File: src/rtl/conv_mac_engine_pkg.sv
// Shared types, default widths and the round/saturate helper for the convolution MAC engine.
package conv_pkg;

  typedef enum logic [1:0] {
    IDLE  = 2'd0,
    MAC   = 2'd1,
    FINAL = 2'd2,
    OUT   = 2'd3
  } state_t;

  localparam int DEF_DATA_W = 20;
  localparam int DEF_FRAC_W = 16;
  localparam int DEF_TAPS   = 9;

  // Working width for rounding; comfortably wider than any supported ACC_W.
  localparam int RS_W = 128;

  typedef struct packed {
    logic signed [RS_W-1:0] value;
    logic                   sat;
  } rs_t;

  // Round half toward +inf, drop frac_w bits, clamp to a signed data_w range.
  function automatic rs_t round_sat(input logic signed [RS_W-1:0] v_in,
                                    input int frac_w, input int data_w);
    logic signed [RS_W-1:0] one;
    logic signed [RS_W-1:0] v;
    logic signed [RS_W-1:0] hi;
    logic signed [RS_W-1:0] lo;
    rs_t r;
    one = {{(RS_W-1){1'b0}}, 1'b1};
    v   = (v_in + (one <<< (frac_w - 1))) >>> frac_w;
    hi  = (one <<< (data_w - 1)) - one;
    lo  = -(one <<< (data_w - 1));
    if (v > hi) begin
      r.value = hi;
      r.sat   = 1'b1;
    end else if (v < lo) begin
      r.value = lo;
      r.sat   = 1'b1;
    end else begin
      r.value = v;
      r.sat   = 1'b0;
    end
    return r;
  endfunction

endpackage

File: src/rtl/conv_mac_engine_if.sv
// Window-in / result-out handshake plus coefficient and bias write port of the MAC engine.
interface conv_mac_engine_if #(
  parameter int DATA_W = conv_pkg::DEF_DATA_W,
  parameter int TAPS   = conv_pkg::DEF_TAPS
);
  localparam int CNT_W = $clog2(TAPS);

  logic                     in_valid;
  logic                     in_ready;
  logic [TAPS*DATA_W-1:0]   pixel;
  logic                     coef_wr_en;
  logic [CNT_W-1:0]         coef_addr;
  logic [DATA_W-1:0]        coef_wdata;
  logic                     bias_wr_en;
  logic [DATA_W-1:0]        bias_wdata;
  logic                     out_valid;
  logic                     out_ready;
  logic [DATA_W-1:0]        result;
  logic                     sat_flag;
  logic                     busy;

  modport master (
    output in_valid, pixel, coef_wr_en, coef_addr, coef_wdata,
           bias_wr_en, bias_wdata, out_ready,
    input  in_ready, out_valid, result, sat_flag, busy
  );

  modport slave (
    input  in_valid, pixel, coef_wr_en, coef_addr, coef_wdata,
           bias_wr_en, bias_wdata, out_ready,
    output in_ready, out_valid, result, sat_flag, busy
  );

endinterface

File: src/rtl/conv_mac_engine_mac_unit.sv
// Single signed DATA_W x DATA_W multiplier feeding a full-precision ACC_W accumulator.
module mac_unit #(
  parameter int DATA_W = 20,
  parameter int ACC_W  = 44
) (
  input  logic                     clk,
  input  logic                     reset,
  input  logic                     clr,
  input  logic                     en,
  input  logic signed [DATA_W-1:0] a,
  input  logic signed [DATA_W-1:0] b,
  output logic signed [ACC_W-1:0]  acc
);

  logic signed [2*DATA_W-1:0] prod_s;
  logic signed [ACC_W-1:0]    acc_d;
  logic signed [ACC_W-1:0]    acc_q;

  // Product and next accumulator value; clear wins over enable.
  always_comb begin
    prod_s = (2*DATA_W)'(a) * (2*DATA_W)'(b);
    acc_d  = acc_q;
    if (clr) begin
      acc_d = {ACC_W{1'b0}};
    end else if (en) begin
      acc_d = acc_q + ACC_W'(prod_s);
    end else begin
      acc_d = acc_q;
    end
  end

  // Accumulator register.
  always_ff @(posedge clk or negedge reset) begin
    if (!reset) begin
      acc_q <= {ACC_W{1'b0}};
    end else begin
      acc_q <= acc_d;
    end
  end

  assign acc = acc_q;

endmodule

File: src/rtl/conv_mac_engine.sv
// Handshaked TAPS-tap convolution MAC with loadable coefficients and bias.
// Optional RELU_EN macro: negative results are forced to zero after saturation.
module conv_mac_engine
  import conv_pkg::*;
#(
  parameter int DATA_W = DEF_DATA_W,
  parameter int FRAC_W = DEF_FRAC_W,
  parameter int TAPS   = DEF_TAPS
) (
  input  logic           clk,
  input  logic           reset,
  conv_mac_engine_if.slave bus
);

  localparam int CNT_W = $clog2(TAPS);
  localparam int ACC_W = 2*DATA_W + CNT_W;

  state_t                  state_q, state_d;
  logic [CNT_W-1:0]        tap_q, tap_d;
  logic signed [DATA_W-1:0] pix_q  [TAPS];
  logic signed [DATA_W-1:0] pix_d  [TAPS];
  logic signed [DATA_W-1:0] coef_q [TAPS];
  logic signed [DATA_W-1:0] coef_d [TAPS];
  logic signed [DATA_W-1:0] bias_q, bias_d;
  logic [DATA_W-1:0]       result_q, result_d;
  logic                    sat_q, sat_d;

  logic                    in_ready_s;
  logic                    accept_s;
  logic                    acc_clr_s;
  logic                    acc_en_s;
  logic signed [ACC_W-1:0] acc_s;
  logic signed [RS_W-1:0]  v_in_s;
  rs_t                     rs_s;
  logic                    unused_s;

  mac_unit #(
    .DATA_W (DATA_W),
    .ACC_W  (ACC_W)
  ) u_mac (
    .clk   (clk),
    .reset (reset),
    .clr   (acc_clr_s),
    .en    (acc_en_s),
    .a     (pix_q[tap_q]),
    .b     (coef_q[tap_q]),
    .acc   (acc_s)
  );

  // Next-state, bank writes, window latch and output staging.
  always_comb begin
    state_d    = state_q;
    tap_d      = tap_q;
    pix_d      = pix_q;
    coef_d     = coef_q;
    bias_d     = bias_q;
    result_d   = result_q;
    sat_d      = sat_q;
    in_ready_s = 1'b0;
    accept_s   = 1'b0;
    acc_clr_s  = 1'b0;
    acc_en_s   = 1'b0;
    v_in_s     = RS_W'(acc_s) + (RS_W'(bias_q) <<< FRAC_W);
    rs_s       = round_sat(v_in_s, FRAC_W, DATA_W);

    case (state_q)
      IDLE: begin
        in_ready_s = 1'b1;
        // Writes land on the accept edge too, so the new window sees them.
        if (bus.coef_wr_en && (int'(bus.coef_addr) < TAPS)) begin
          coef_d[bus.coef_addr] = bus.coef_wdata;
        end else begin
          coef_d = coef_q;
        end
        if (bus.bias_wr_en) begin
          bias_d = bus.bias_wdata;
        end else begin
          bias_d = bias_q;
        end
        if (bus.in_valid) begin
          accept_s = 1'b1;
          state_d  = MAC;
        end else begin
          state_d  = IDLE;
        end
      end
      MAC: begin
        acc_en_s = 1'b1;
        if (tap_q == CNT_W'(TAPS - 1)) begin
          tap_d   = {CNT_W{1'b0}};
          state_d = FINAL;
        end else begin
          tap_d   = tap_q + CNT_W'(1);
          state_d = MAC;
        end
      end
      FINAL: begin
        sat_d   = rs_s.sat;
        state_d = OUT;
`ifdef RELU_EN
        if (rs_s.value[RS_W-1]) begin
          result_d = {DATA_W{1'b0}};
        end else begin
          result_d = rs_s.value[DATA_W-1:0];
        end
`else
        result_d = rs_s.value[DATA_W-1:0];
`endif
      end
      OUT: begin
        in_ready_s = bus.out_ready;
        if (bus.out_ready) begin
          if (bus.in_valid) begin
            accept_s = 1'b1;
            state_d  = MAC;
          end else begin
            state_d  = IDLE;
          end
        end else begin
          state_d = OUT;
        end
      end
      default: begin
        state_d = IDLE;
      end
    endcase

    if (accept_s) begin
      acc_clr_s = 1'b1;
      tap_d     = {CNT_W{1'b0}};
      for (int i = 0; i < TAPS; i++) begin
        pix_d[i] = bus.pixel[(TAPS-1-i)*DATA_W +: DATA_W];
      end
    end else begin
      acc_clr_s = 1'b0;
    end
  end

  // State, bank and output registers.
  always_ff @(posedge clk or negedge reset) begin
    if (!reset) begin
      state_q  <= IDLE;
      tap_q    <= {CNT_W{1'b0}};
      bias_q   <= {DATA_W{1'b0}};
      result_q <= {DATA_W{1'b0}};
      sat_q    <= 1'b0;
      for (int i = 0; i < TAPS; i++) begin
        pix_q[i]  <= {DATA_W{1'b0}};
        coef_q[i] <= {DATA_W{1'b0}};
      end
    end else begin
      state_q  <= state_d;
      tap_q    <= tap_d;
      bias_q   <= bias_d;
      result_q <= result_d;
      sat_q    <= sat_d;
      for (int i = 0; i < TAPS; i++) begin
        pix_q[i]  <= pix_d[i];
        coef_q[i] <= coef_d[i];
      end
    end
  end

  assign unused_s      = ^rs_s.value[RS_W-1:DATA_W];
  assign bus.in_ready  = in_ready_s;
  assign bus.out_valid = (state_q == OUT);
  assign bus.busy      = (state_q == MAC) || (state_q == FINAL);
  assign bus.result    = result_q;
  assign bus.sat_flag  = sat_q;

endmodule

File: src/flat_wrapper.sv
// flat-port wrapper written by rule: the top's interface ports become plain ports
module conv_mac_engine_flat import conv_pkg::*;
#(
  parameter int DATA_W = DEF_DATA_W,
  parameter int FRAC_W = DEF_FRAC_W,
  parameter int TAPS   = DEF_TAPS
)
  (clk, reset, bus_in_valid, bus_pixel, bus_coef_wr_en, bus_coef_addr, bus_coef_wdata, bus_bias_wr_en, bus_bias_wdata, bus_out_ready, bus_in_ready, bus_out_valid, bus_result, bus_sat_flag, bus_busy);
  conv_mac_engine_if #(.DATA_W(DATA_W), .TAPS(TAPS)) bus_i ();
  input  logic clk;
  input  logic reset;
  input wire logic [$bits(bus_i.in_valid)-1:0] bus_in_valid;
  input wire logic [$bits(bus_i.pixel)-1:0] bus_pixel;
  input wire logic [$bits(bus_i.coef_wr_en)-1:0] bus_coef_wr_en;
  input wire logic [$bits(bus_i.coef_addr)-1:0] bus_coef_addr;
  input wire logic [$bits(bus_i.coef_wdata)-1:0] bus_coef_wdata;
  input wire logic [$bits(bus_i.bias_wr_en)-1:0] bus_bias_wr_en;
  input wire logic [$bits(bus_i.bias_wdata)-1:0] bus_bias_wdata;
  input wire logic [$bits(bus_i.out_ready)-1:0] bus_out_ready;
  output wire logic [$bits(bus_i.in_ready)-1:0] bus_in_ready;
  output wire logic [$bits(bus_i.out_valid)-1:0] bus_out_valid;
  output wire logic [$bits(bus_i.result)-1:0] bus_result;
  output wire logic [$bits(bus_i.sat_flag)-1:0] bus_sat_flag;
  output wire logic [$bits(bus_i.busy)-1:0] bus_busy;
  assign bus_i.in_valid = bus_in_valid;
  assign bus_i.pixel = bus_pixel;
  assign bus_i.coef_wr_en = bus_coef_wr_en;
  assign bus_i.coef_addr = bus_coef_addr;
  assign bus_i.coef_wdata = bus_coef_wdata;
  assign bus_i.bias_wr_en = bus_bias_wr_en;
  assign bus_i.bias_wdata = bus_bias_wdata;
  assign bus_i.out_ready = bus_out_ready;
  assign bus_in_ready = bus_i.in_ready;
  assign bus_out_valid = bus_i.out_valid;
  assign bus_result = bus_i.result;
  assign bus_sat_flag = bus_i.sat_flag;
  assign bus_busy = bus_i.busy;
  conv_mac_engine #(.DATA_W(DATA_W), .FRAC_W(FRAC_W), .TAPS(TAPS)) u_core (.clk(clk), .reset(reset), .bus(bus_i));
endmodule
File: config.mk
export PLATFORM = sky130hd
export DESIGN_NAME = conv_mac_engine_flat
export DESIGN_NICKNAME = d
export VERILOG_FILES = /design/src/rtl/conv_mac_engine_pkg.sv /design/src/rtl/conv_mac_engine_if.sv /design/src/rtl/conv_mac_engine_mac_unit.sv /design/src/rtl/conv_mac_engine.sv /design/src/flat_wrapper.sv
export SDC_FILE = /design/constraint.sdc
export NUM_CORES = 2
export LEC_CHECK = 0
export CAP_MARGIN = 20
export CELL_PAD_IN_SITES_DETAIL_PLACEMENT = 1
export CELL_PAD_IN_SITES_GLOBAL_PLACEMENT = 1
export CORE_MARGIN = 3
export CORE_UTILIZATION = 45
export DETAILED_ROUTE_END_ITERATION = 7
export GPL_TIMING_DRIVEN = 0
export PLACE_DENSITY_LB_ADDON = 0.1
export RECOVER_POWER = 25
export SKIP_CTS_REPAIR_TIMING = 1
export SLEW_MARGIN = 20
export SYNTH_ARGS = -nofsm -noshare
export SYNTH_HDL_FRONTEND = slang
export SYNTH_SLANG_ARGS = --single-unit
File: constraint.sdc
create_clock -name clk -period 26.6 [get_ports clk]
set_clock_uncertainty 0.2 [all_clocks]
set_input_delay 5.32 -clock clk [delete_from_list [all_inputs] [get_ports clk]]
set_output_delay 5.32 -clock clk [all_outputs]
set_load 0.005 [all_outputs]
Word-level counts from Yosys, hierarchy flattened

Index checks and enable logic that the tools add are counted.
Widths: inputs -> output; s select.

Equal/unequal tests: 4
$add $sub $neg: 4
$lt $le $gt $ge: 6
Multiply operators: 1
Bitwise operators: 2
Mux-type cells: 26
Reduce and logical (&&, ||, !) cells: 8

Operators by type and width:

| kind                   | count |
|---|---|
| $bwmux 180             | 1 |
| $bmux 20 s4            | 2 |
| $mux 20                | 5 |
| $mux 44                | 2 |
| $demux 20 s4           | 1 |
| $add 45x17->46 const B | 1 |
| $add 44x36->45         | 1 |
| $add 44x40->44         | 1 |
| $mux 21                | 2 |
| $mul 20x20->40         | 1 |
| $gt 30x20->1 const B   | 1 |
| $lt 30x20->1 const B   | 1 |
| $mux 4                 | 3 |
| $ge 5x5->1 const B     | 2 |
| $not 4->5              | 2 |
| $pmux 2 s4             | 1 |
| $lt 5x1->1 const B     | 1 |
| $mux 1                 | 5 |
| $add 4x1->4 const B    | 1 |
| $eq 2x2->1 const B     | 2 |
| $eq 4x4->1 const B     | 1 |
| $lt 4x4->1 const B     | 1 |
| $mux 2                 | 2 |
| $pmux 1 s2             | 2 |
| 6 further kinds        | 9 |

Logic and storage cells: 75
Flip-flop bits (word level): 451
Input port bits: 230
Output and inout bits: 24

Depth between registers and ports, before layout

Word-level depth: 8
Gate-level depth with buffers: 35
Gate-level depth less buffers: 30

By module

Synthesis repeated with hierarchy kept, for this count alone.

Cells, all modules: 3715
Area total of the unflattened synthesis: 40174.8 um2

By module, submodules not included:

| module          | cells an instance | seq. area each (um2) | instances | area an instance (um2) |
|---|---|---|---|---|
| mac_unit        | 2251              | 1101.1               | 1         | 20176.9 |
| conv_mac_engine | 1464              | 10184.8              | 1         | 19997.9 |

Worst setup path after synthesis

Ideal clock, no wire load.

Path kind: in2out
Start: input bus_out_ready
End: output bus_in_ready
Data arrival time: 5.520 ns
Required time: 21.080 ns
Slack: 15.560 ns
Buffers on the path: 0
Stages on the path: 2
Cell sequence: a21oi_1 > nor2_1

Word-level cells in the longest chain between the ends: 1

Ends and longest elaborated chain:

| item               | RTL line              | RTL |
|---|---|---|
| start: declaration | flat_wrapper.sv:19    | `input wire logic [$bits(bus_i.out_ready)-1:0] bus_out_ready;` |
| $pmux 1 s2         | conv_mac_engine.sv:66 | `case (state_q)` |
| end: declaration   | flat_wrapper.sv:20    | `output wire logic [$bits(bus_i.in_ready)-1:0] bus_in_ready;` |

No other way between the ends.

==> results by group <==
Route
  – Routed WL per cell: 23.5 um
  – Drt via density: 5.36
  – Detailed-route DRC error count: 0
  – Iteration-0 DRC count of the detailed router: 1722
  – DRT antenna net count: 0
  – Router iterations before antenna repair: 5
  – DRT Wirelength: 130000 um
  – DR vias: 29500

Critical path
  – Delay-heaviest family, CP: buffers and inverters
  – Critical path fanouts, max: 79
  – Buf/Inv on CP: 3
  – Critical path's slowest cell: clkbuf_1
  – Most used cell along the critical path: clkbuf_1
  – Worst EP arrival: 13.60 ns
  – Critical path capture point type: async pin
  – Slowest stage delay, CP: 3.28 ns
  – Critical path launch point type: primary input
  – Critical path type: primary input to async pin
  – WP data required: 26.10 ns
  – CP cell instances: clkbuf_1, clkbuf_1, clkbuf_1

Outcome
  – Outcome: finished, violations left
  – Failing checks: capacitance limit, slew limit

CTS
  – CTS Buf Count: 50
  – Clk sinks: 451
  – Clock Latency Late Sink: 0.65 ns
  – Root Driver: clkbuf_16
  – CTS tree: built
  – CTS Buffer Depth: 3
  – Clock transition at the registers of the reported paths: 0.06 ns
  – Htree depth: 2

Synthesis
  – Synth Warn #: 0
  – Synth unique cells: 66
  – Syn_area_per_cell: 9.81 sq um
  – Synthesized flop and latch total: 451
  – Syn_nets: 4914
  – Synth Flop Type: dfrtp_1
  – Synth Instances: 4013
  – Post-synth ARST share: 100%
  – Number of enable flip-flop cells after synthesis: 0
  – Synthesized cell area: 39300 sq um
  – Sequential area share after synthesis: 28.7%

STA
  – Final Hold Vio Count: 0
  – Slew @ Worst Pin: 4.86 ns
  – Final Max Slew Viols: 289
  – Final setup fails: 0
  – Period utilisation layout: 53.0%
  – Min cycle time layout: 14.10 ns
  – Max Freq: 70.9 MHz
  – Relative slew slack: -224%
  – Setup total negative slack: 0 ns
  – RSZ-0062 raised after global routing: false

Place
  – # port buffers: 253
  – Gpl congestion: 0.936
  – DP Wirelength: 105000 um

Floorplan
  – Initial Util: 45.8%
  – Ports: 254
  – Die Width: 302 um
  – Die height: 302 um
  – FP Rows: 107
  – Die area: 91000 sq um
  – Core box area: 85900 sq um

Global routing
  – Remaining global-route overflow: 0
  – First-pass GRT wire length: 200000 um
  – Total GRT Usage: 29.2%
  – Vias in the first global route: 32800
  – Initial antenna violation count: 3
  – Largest net degree at the start of global routing: 92

Cells and area
  – Layout Nets: 5229
  – Layout cells sized above 1: 9.11%
  – Layout area overhead: 14.8%
  – Fin util: 52.6%
  – Filler instances: 9705

Run
  – MaxCap Viol Count: 4

Min path
  – Worst hold path class: flip-flop to flip-flop
[cells in the mapped netlist, types with 34 or more instances]
library cell / n / area, sq um
nand2_1: 862 / 3240
mux2i_1: 69 / 691
xnor2_1: 43 / 377
ha_1: 172 / 2150
clkbuf_1: 155 / 582
a21oi_1: 79 / 395
nor2_1: 207 / 777
mux4_2: 80 / 1800
dfrtp_1: 451 / 11300
mux2_2: 200 / 2250
a21o_1: 34 / 255
o21ai_0: 64 / 320
inv_1: 763 / 2860
fa_1: 499 / 9990
[stage by stage]
step | hold slack, ns | setup slack, ns | cells | area (sq um)
2_1_floorplan | 0.240 | 15.56 | 4013 | 39300
3_3_place_gp | 0.254 | -1.19 | 5410 | 43300
3_5_place_dp | 0.257 | 14.42 | 5418 | 43500
4_1_cts | 0.272 | 14.41 | 5511 | 45200
5_1_grt | 0.290 | 10.88 | 5513 | 45200
6_report | 0.272 | 12.50 | 5514 | 45200
[worst min-delay path, delay by kind of cell, from the launching register on]
family | cells | cell delay (ns)
flip-flops | 1 | 0.34
AND/OR/NAND/NOR | 2 | 0.10
[path summary, 6_finish.rpt]
check | start | to | slack (ns) | cells after the start
max in group clk | bus_out_ready | bus_in_ready | 14.34 | 4
min | u_core.pix_q[132] | u_core.pix_q[132] | 0.27 | 2
max | reset | u_core.pix_q[31] | 12.50 | 3
min in group asynchronous | reset | u_core.bus.sat_flag | 5.40 | 1
min reg2reg | u_core.pix_q[132] | u_core.pix_q[132] | 0.27 | 2
max reg2reg | u_core.tap_q[0] | u_core.u_mac.acc[40] | 15.13 | 31
[flip-flops by register name (all words and copies together), names as in the netlist]
| register | flops |
|---|---|
| u_core.state_q | 2 |
| u_core.pix_q | 180 |
| u_core.bias_q | 20 |
| u_core.tap_q | 4 |
| u_core.bus.result | 20 |
| u_core.u_mac.acc | 44 |
| u_core.bus.sat_flag | 1 |
| u_core.coef_q | 180 |
[cell type report]
cell class / count / area [sq um] / share of cell area (%)
multi-input combinational: 2621 / 24500 / 54.3
buffer: 177 / 686 / 1.52
sequential: 451 / 11300 / 25.0
timing repair buffer: 263 / 2640 / 5.84
clock inverter: 25 / 333 / 0.737
clock buffer: 68 / 1410 / 3.12
antenna: 1 / 2.50 / 0.00554
inverter: 764 / 2870 / 6.35
tap: 1144 / 1430 / 3.17
[layout by cell type, fill, tap and decap left out, types with 50 or more instances in the layout]
cell type	Yosys	final
inv_1	763	762
nor2_1	207	207
mux2i_1	69	69
clkdlybuf4s50_1	0	251
fa_1	499	499
clkbuf_1	155	165
o21ai_0	64	60
mux4_2	80	80
dfrtp_1	451	451
clkbuf_16	0	50
a21oi_1	79	79
nand2_1	862	861
ha_1	172	172
mux2_2	200	200
[cell families (layout without fill, tap and decap cells)]
kind of cell | after synthesis | after routing | share of synthesized area (%)
muxes | 349 | 349 | 12.1
and+or+nand+nor | 1216 | 1216 | 12.5
other | 0 | 1 | 0
adders and majority gates | 671 | 671 | 30.9
xor gates and xnor gates | 64 | 64 | 1.42
buffers and inverters | 941 | 1297 | 9.01
AOI/OAI and AO/OA | 321 | 321 | 5.45
DFF | 451 | 451 | 28.7
[routing by layer]
layer	track usage [%]	share of wire, %	wire length (um)	vias up
met5	0	0.020	26	-
met4	7.57	2.7	3520	4
met3	4.61	5.7	7350	160
met2	49.3	49	62900	771
met1	39.6	43	55800	15500
li1	-	-	-	13100
Power is left out: the tool's default activity adds up to more than one toggle a clock period on the data nets, which glitch-free logic cannot reach.
